File: src/rtl/counter_compare_if.sv
// Config port for counter_compare: producer offers a compare value and
// holds it until the consumer's shadow register is free.
interface counter_compare_if #(
  parameter int SIZE = 8
);
  logic            cfg_valid;
  logic [SIZE-1:0] cfg_data;
  logic            cfg_ready;

  modport master (output cfg_valid, output cfg_data, input cfg_ready);
  modport slave  (input cfg_valid, input cfg_data, output cfg_ready);
endinterface

File: src/rtl/counter_compare.sv
// Compares a free-running upstream count against a double-buffered compare
// value; produces PWM, match/wrap pulses and a saturating match counter.
module counter_compare #(
  parameter int              SIZE     = 8,
  parameter logic [SIZE-1:0] CMP_INIT = 8'h80,
  parameter int              CNT_W    = 16
) (
  input  logic                 clk,
  input  logic                 rst,
  input  logic [SIZE-1:0]      ctr,
  counter_compare_if.slave     cfg,
  input  logic                 clr,
  output logic                 pwm,
  output logic                 match,
  output logic                 wrap,
  output logic                 pending,
  output logic [CNT_W-1:0]     match_cnt
);

  typedef enum logic {PRIME, RUN} state_t;

  state_t           state_q, state_d;
  logic [SIZE-1:0]  ctr_q, ctr_d;
  logic [SIZE-1:0]  active_q, active_d;
  logic [SIZE-1:0]  shadow_q, shadow_d;
  logic             pending_q, pending_d;
  logic             pwm_q, pwm_d;
  logic             match_q, match_d;
  logic             wrap_q, wrap_d;
  logic [CNT_W-1:0] match_cnt_q, match_cnt_d;

  logic             cfg_take;
  logic             wrap_ev;
  logic [SIZE-1:0]  active_next;

  function automatic logic [CNT_W-1:0] sat_inc(input logic [CNT_W-1:0] v);
    return (&v) ? v : v + {{(CNT_W-1){1'b0}}, 1'b1};
  endfunction

  // The shadow is free whenever nothing is waiting for a wrap.
  assign cfg.cfg_ready = rst | ~pending_q;
  assign cfg_take      = cfg.cfg_valid & ~pending_q;
  assign wrap_ev       = (ctr < ctr_q);
  assign active_next   = (wrap_ev && pending_q) ? shadow_q : active_q;

  always_comb begin
    state_d     = state_q;
    ctr_d       = ctr;
    active_d    = active_q;
    shadow_d    = shadow_q;
    pending_d   = pending_q;
    pwm_d       = pwm_q;
    match_d     = 1'b0;
    wrap_d      = 1'b0;
    match_cnt_d = match_cnt_q;

    if (cfg_take) begin
      shadow_d  = cfg.cfg_data;
      pending_d = 1'b1;
    end

    case (state_q)
      PRIME: begin
        state_d = RUN;
      end
      RUN: begin
        wrap_d   = wrap_ev;
        match_d  = (ctr == active_next) && (ctr != ctr_q);
        pwm_d    = (ctr < active_next);
        active_d = active_next;
        // A transfer cannot coincide with this clear: it needs pending_q low.
        if (wrap_ev && pending_q) pending_d = 1'b0;
      end
      default: state_d = PRIME;
    endcase

    if (clr)          match_cnt_d = '0;
    else if (match_q) match_cnt_d = sat_inc(match_cnt_q);
  end

  always_ff @(posedge clk) begin
    if (rst) begin
      state_q     <= PRIME;
      ctr_q       <= '0;
      active_q    <= CMP_INIT;
      shadow_q    <= '0;
      pending_q   <= 1'b0;
      pwm_q       <= 1'b0;
      match_q     <= 1'b0;
      wrap_q      <= 1'b0;
      match_cnt_q <= '0;
    end else begin
      state_q     <= state_d;
      ctr_q       <= ctr_d;
      active_q    <= active_d;
      shadow_q    <= shadow_d;
      pending_q   <= pending_d;
      pwm_q       <= pwm_d;
      match_q     <= match_d;
      wrap_q      <= wrap_d;
      match_cnt_q <= match_cnt_d;
    end
  end

  assign pwm       = pwm_q;
  assign match     = match_q;
  assign wrap      = wrap_q;
  assign pending   = pending_q;
  assign match_cnt = match_cnt_q;

endmodule

File: src/flat_wrapper.sv
// flat-port wrapper written by rule: the top's interface ports become plain ports
module counter_compare_flat 
#(
  parameter int              SIZE     = 8,
  parameter logic [SIZE-1:0] CMP_INIT = 8'h80,
  parameter int              CNT_W    = 16
)
  (clk, rst, ctr, clr, pwm, match, wrap, pending, match_cnt, cfg_cfg_valid, cfg_cfg_data, cfg_cfg_ready);
  counter_compare_if #(.SIZE(SIZE)) cfg_i ();
  input  logic clk;
  input  logic rst;
  input  logic [SIZE-1:0] ctr;
  input  logic clr;
  output logic pwm;
  output logic match;
  output logic wrap;
  output logic pending;
  output logic [CNT_W-1:0] match_cnt;
  input wire logic [$bits(cfg_i.cfg_valid)-1:0] cfg_cfg_valid;
  input wire logic [$bits(cfg_i.cfg_data)-1:0] cfg_cfg_data;
  output wire logic [$bits(cfg_i.cfg_ready)-1:0] cfg_cfg_ready;
  assign cfg_i.cfg_valid = cfg_cfg_valid;
  assign cfg_i.cfg_data = cfg_cfg_data;
  assign cfg_cfg_ready = cfg_i.cfg_ready;
  counter_compare #(.SIZE(SIZE), .CMP_INIT(CMP_INIT), .CNT_W(CNT_W)) u_core (.clk(clk), .rst(rst), .ctr(ctr), .cfg(cfg_i), .clr(clr), .pwm(pwm), .match(match), .wrap(wrap), .pending(pending), .match_cnt(match_cnt));
endmodule
File: config.mk
export PLATFORM = sky130hd
export DESIGN_NAME = counter_compare_flat
export DESIGN_NICKNAME = d
export VERILOG_FILES = /design/src/rtl/counter_compare_if.sv /design/src/rtl/counter_compare.sv /design/src/flat_wrapper.sv
export SDC_FILE = /design/constraint.sdc
export NUM_CORES = 1
export LEC_CHECK = 0
export CORE_UTILIZATION = 50
export DETAILED_ROUTE_END_ITERATION = 16
export PLACE_DENSITY_LB_ADDON = 0.15
export SLEW_MARGIN = 20
export SYNTH_ARGS = -nofsm -noshare
export SYNTH_HDL_FRONTEND = slang
export SYNTH_SLANG_ARGS = --single-unit
File: constraint.sdc
create_clock -name clk -period 6.1 [get_ports clk]
set_input_delay 1.22 -clock clk [delete_from_list [all_inputs] [get_ports clk]]
set_output_delay 1.22 -clock clk [all_outputs]
set_load 0.005 [all_outputs]
Word level (Yosys, flattened, before mapping)
Index checks and enable logic that the tools add are counted.
{"block": "op_classes", "order_cmp": 2, "eq_ne": 2, "bitwise": 5, "n_addsub": 1, "mux": 5, "reduce_logical": 6}
{"cell": "adder 16 x 1 -> 16 bit (second input constant)", "count": 1}
{"cell": "< comparator 8 bit", "count": 2}
{"cell": "AND reduction 16 bit", "count": 1}
{"cell": "equality test 8 bit", "count": 1}
{"cell": "2-to-1 mux 8 bit", "count": 1}
{"cell": "!= test 8 bit", "count": 1}
{"cell": "2-to-1 mux 1 bit", "count": 4}
{"cell": "OR reduction 2 bit", "count": 2}
{"cell": "NOT 1 bit", "count": 3}
{"cell": "logical AND 1 bit", "count": 2}
{"cell": "AND reduction 2 bit", "count": 1}
{"cell": "AND 1 bit", "count": 1}
{"cell": "bitwise OR 1 bit", "count": 1}
{"block": "word_totals", "reg_bits": 45, "in_bits": 20, "wordCells": 30, "out_inout_bits": 21}

Logic depth before layout (Yosys ltp)
{"block": "logic_depth", "ltp_word": 5, "mapped_depth": 13, "depth_no_buf": 13}

Worst setup path after synthesis
OpenSTA, ideal clock, no wires.
{"block": "synth_timing", "kind": "input-to-reg", "from": "input port ctr[1]", "to": "register u_core.pwm_q, in the netlist u_core.pwm", "setup_ns": 0.086, "cell_stages": 12, "t_required_ns": 6.014, "setup_slack_ns": 2.771, "arrival_time_ns": 3.243, "path_cell_list": "ha_1 -> nor2b_1 -> o211ai_2 -> a21oi_4 -> nor2_4 -> mux2i_1 -> ha_1 -> nor2b_1 -> o21a_1 -> o21ai_0 -> nand2b_1 -> a211oi_1"}
{"block": "synth_via", "elab_chain_cells": 4}
{"element": "from (decl)", "line": "flat_wrapper.sv:12", "source": "input logic [SIZE-1:0] ctr;"}
{"element": "< comparator 8 bit", "line": "counter_compare.sv:43", "source": "assign wrap_ev = (ctr < ctr_q);"}
{"element": "logical AND 1 bit", "line": "counter_compare.sv:44", "source": "assign active_next = (wrap_ev && pending_q) ? shadow_q : active_q;"}
{"element": "2-to-1 mux 8 bit", "line": "counter_compare.sv:44"}
{"element": "< comparator 8 bit *", "line": "counter_compare.sv:69", "source": "pwm_d = (ctr < active_next);"}
{"element": "to (signal assigned)", "line": "counter_compare.sv:98", "source": "pwm_q <= pwm_d;"}
{"element": "to (decl)", "line": "counter_compare.sv:27", "source": "logic pwm_q, pwm_d;"}
Mark *: on every way between the ends. The rest lies on a longest branch, timed or not.
A chain may end at the register's enable or synchronous reset.

Final worst setup path
{"block": "layout_timing", "from": "input port rst", "to": "output port cfg_cfg_ready"}
{"block": "layout_via", "elab_chain_cells": 1}
{"element": "from (decl)", "line": "flat_wrapper.sv:11", "source": "input logic rst;"}
{"element": "bitwise OR 1 bit", "line": "counter_compare.sv:41", "source": "assign cfg.cfg_ready = rst | ~pending_q;"}
{"element": "to (decl)", "line": "flat_wrapper.sv:21", "source": "output wire logic [$bits(cfg_i.cfg_ready)-1:0] cfg_cfg_ready;"}
No other way between the ends.

==> out/qor.csv <==
metric,value,unit
run status,"complete, no violations",
total global routing overflow,0,
share of final-layout standard cells stronger than drive strength 1,8.45,%
sequential-to-total area share from yosys stat,40.0,%
post-CTS setup repair buffer count,0,
cell-by-cell trace of the critical path,clkdlybuf4s50_1 -> buf_4 -> inv_1 -> nand2_1 -> clkdlybuf4s50_1,
pin count of the biggest net entering global routing,32,
number of top-level design ports,41,
Antenna diodes,0,
mean instance size in the synthesized netlist,9.30,um^2
Worst-Skew Late Latency,0.30,ns
hold path cells,2,
power density cells,216,nW/um^2
"Period Utilization, post-route",64.3,%
CTS Buf Count,5,
CTS H-tree depth,2,
Die Span Y,69.1,um
most used cells in the layout excluding fill and tap cells,"45 x sky130_fd_sc_hd__dfxtp_1, 40 x sky130_fd_sc_hd__clkdlybuf4s50_1, 30 x sky130_fd_sc_hd__nor2_1, 17 x sky130_fd_sc_hd__ha_1, 16 x sky130_fd_sc_hd__mux2i_1",
CP Max Fanout,31,
library cells used by synthesis,44,
Sequential Area,901,um^2
clk buf depth,2,
via count of the first global-routing pass,1599,
actual transition at the worst max-transition pin,0.922,ns
Setup Slack @ Placement,2.04,ns
routed wire length,4340,um
WP data arrival,2.70,ns
sum of negative setup slack,0,ns
Fill cells,366,
remaining max-slew budget at the tightest pin,38.4,%
detailed-route via count,1759,
reg-to-reg endpoint,u_core.pwm$_SDFFE_PP0P_,
final hold violation count,0,
total of buffers placed on input and output ports,40,
Finish-stage setup viols,0,
data required time of the critical path,4.88,ns
setup repair after global routing missed its margin,false,
Worst Hold Class,reg -> reg,
number of antenna violations at the first check in global routing,0,
number of maximum-capacitance violations,0,
average detailed-routed wire length per instance,12.9,um
CTS hold repair buffers,0,
highest clock rate,0.255,GHz
post-synthesis instance area,2250,um^2
library cell occupying the most area in the post-synthesis netlist,sky130_fd_sc_hd__dfxtp_1,
portion of synthesized cell area occupied by the leading cell type,40.0,%
count of mapped cells out of synthesis,242,
half-perimeter wire length after placement,3080,um
first-pass GRT wire length,7440,um
cell types occupying the most area after synthesis,"sky130_fd_sc_hd__dfxtp_1 40%, sky130_fd_sc_hd__ha_1 9.4%, sky130_fd_sc_hd__mux2i_1 7.1%",
count of unresolved DRC violations after routing,0,
"Clk pin slew, worst setup/hold paths",0.08,ns
Post-synth ARST share,0,%
placer's final routability congestion estimate,0.812,
overall track demand over capacity in global routing,19.1,%
most frequent standard cell in the layout excluding fill and tap cells,sky130_fd_sc_hd__dfxtp_1,
Layout Area Growth over Synthesis,24.2,%
area of the core region,4350,um^2
startpoint of the lowest-slack register-to-register path,u_core.ctr_q[1]$_SDFF_PP0_,
total number of nets in the final design,320,
Max Clock Skew,0.00974,ns
path depth of the worst reg2reg path,13,
Yosys Warn Count,0,
area of combinational cells with multiple inputs,1270,um^2
end point of the most critical hold path,u_core.active_q[1]$_SDFFE_PP0P_,
maximum single-stage delay on the critical path,0.49,ns
cell repeated most along the worst path,sky130_fd_sc_hd__clkdlybuf4s50_1,
final critical delay including setup and external delays,3.92,ns
cell with the biggest individual delay on the critical path,sky130_fd_sc_hd__clkdlybuf4s50_1,
TritonCTS clock tree,built,
number of search-and-repair iterations in the first detailed-routing pass,4,
Resized Gates After CTS,0,
fin. max-slew vios,0,
crit path launch type,input pin,
number of storage elements in the synthesis netlist,45,
most used flip-flop cell after synthesis,sky130_fd_sc_hd__dfxtp_1,
Starting Density,51.7,%
die width,69.1,um
Die Area,4770,um^2
sort of element at the end of the critical path,output pin,
Sink Count,45,
worst setup path class,in -> out,
Synthesized Nets,279,
master cell of the clock root buffer,sky130_fd_sc_hd__clkbuf_8,
register-to-register setup slack,3.41,ns
Total Power Consumption,0.604,mW
count of antenna-violating nets left after detailed routing,0,
Worst Hold Launch,u_core.active_q[1]$_SDFFE_PP0P_,
count of routing violations after the opening detailed-route iteration,74,
number of flops mapped to enable cells by yosys,0,
Worst IR Drop VDD,0.177,mV
post-detailed-route via-to-cell ratio,5.24,
minimum setup slack in the final design,2.18,ns
number of core rows,24,
Leak,1.02,nW
how the worst max path moves through the flow:
stage | from | end | slack, ns | depth (start not counted)
after floorplan | ctr[1] | u_core.pwm$_SDFFE_PP0P_ | 2.77 | 12
after global placement | ctr[1] | u_core.pwm$_SDFFE_PP0P_ | 2.11 | 13
after detailed placement | ctr[1] | u_core.pwm$_SDFFE_PP0P_ | 2.04 | 13
after CTS | rst | cfg_cfg_ready | 2.17 | 5
after global routing | rst | cfg_cfg_ready | 2.09 | 5
final | rst | cfg_cfg_ready | 2.18 | 5
stage by stage:
| step | std cells | utilization, % | instance area, um^2 | hold slack (ns) |
|---|---|---|---|---|
| detailed placement | 328 | 61.7 | 2690 | 0.465 |
| finish | 336 | 64.2 | 2800 | 0.475 |
| global route | 336 | 64.2 | 2800 | 0.512 |
| floorplan | 242 | - | 2250 | 0.451 |
| global placement | 328 | 61.7 | 2690 | 0.461 |
| CTS | 336 | 64.2 | 2800 | 0.478 |
cell usage after synthesis, types with 2 or more instances:
cell                       number
sky130_fd_sc_hd__xor2_1         9
sky130_fd_sc_hd__nor2_1        30
sky130_fd_sc_hd__and3_1         2
sky130_fd_sc_hd__or3_4          2
sky130_fd_sc_hd__a31oi_1        2
sky130_fd_sc_hd__inv_1         11
sky130_fd_sc_hd__o21ai_0       11
sky130_fd_sc_hd__nor3_1         4
sky130_fd_sc_hd__dfxtp_1       45
sky130_fd_sc_hd__nand3_1        4
sky130_fd_sc_hd__nor3_2         2
sky130_fd_sc_hd__clkbuf_1       4
sky130_fd_sc_hd__a21oi_1       13
sky130_fd_sc_hd__nand3_2        3
sky130_fd_sc_hd__ha_1          17
sky130_fd_sc_hd__mux2i_1       16
sky130_fd_sc_hd__nand4_1       11
sky130_fd_sc_hd__nor4_1         2
sky130_fd_sc_hd__o21a_1         2
sky130_fd_sc_hd__nor2b_1       12
sky130_fd_sc_hd__nand2_1       11
sky130_fd_sc_hd__or3b_1         6
sky130_fd_sc_hd__and4_1         2
power by group:
part           switching, mW  leakage (nW)  internal, mW  total [mW]
logic                 0.0330         0.602        0.0371      0.0701
clock network          0.103        0.0554         0.123       0.226
registers            0.00574         0.367         0.303       0.308
layer usage:
metal  track usage (%)  up-vias  wire [um]
met5                 0        -          0
met4              5.90        0         23
met3              5.56        2        154
met2              26.0       29       1820
met1              28.6      789       2340
li1                  -      939          -
critical path: cells and delay by family:
kind	cells	cell delay, ns
buffers and inverters	4	1.38
AND/OR/NAND/NOR	1	0.09
sequential cells by signal, indices dropped and copies added (netlist names):
register and flops:
u_core.match_cnt 16, u_core.active_q 8, u_core.ctr_q 8, u_core.shadow_q 8, u_core.match 1, u_core.pending 1, u_core.pwm 1, u_core.state_q 1
u_core.wrap 1
logic make-up (layout without fill, tap and decap cells):
kind of cell	Yosys count	count (layout)	share of synthesized area, %
xor+xnor	9	9	3.50
buf+inv	18	60	3.56
simple gates	98	98	25.2
flops	45	45	40.0
mux	17	17	7.62
compound gates	38	38	10.7
fa+ha+maj	17	17	9.45
layout make-up:
| class | instances | area share [%] |
|---|---|---|
| clock inverter | 2 | 1.39 |
| clock buffer | 6 | 2.60 |
| timing repair buffer | 41 | 14.6 |
| tap | 52 | 2.33 |
| sequential | 45 | 32.2 |
| multi-input combinational | 179 | 45.4 |
| inverter | 11 | 1.48 |
Power figures use the tool's default switching activity.
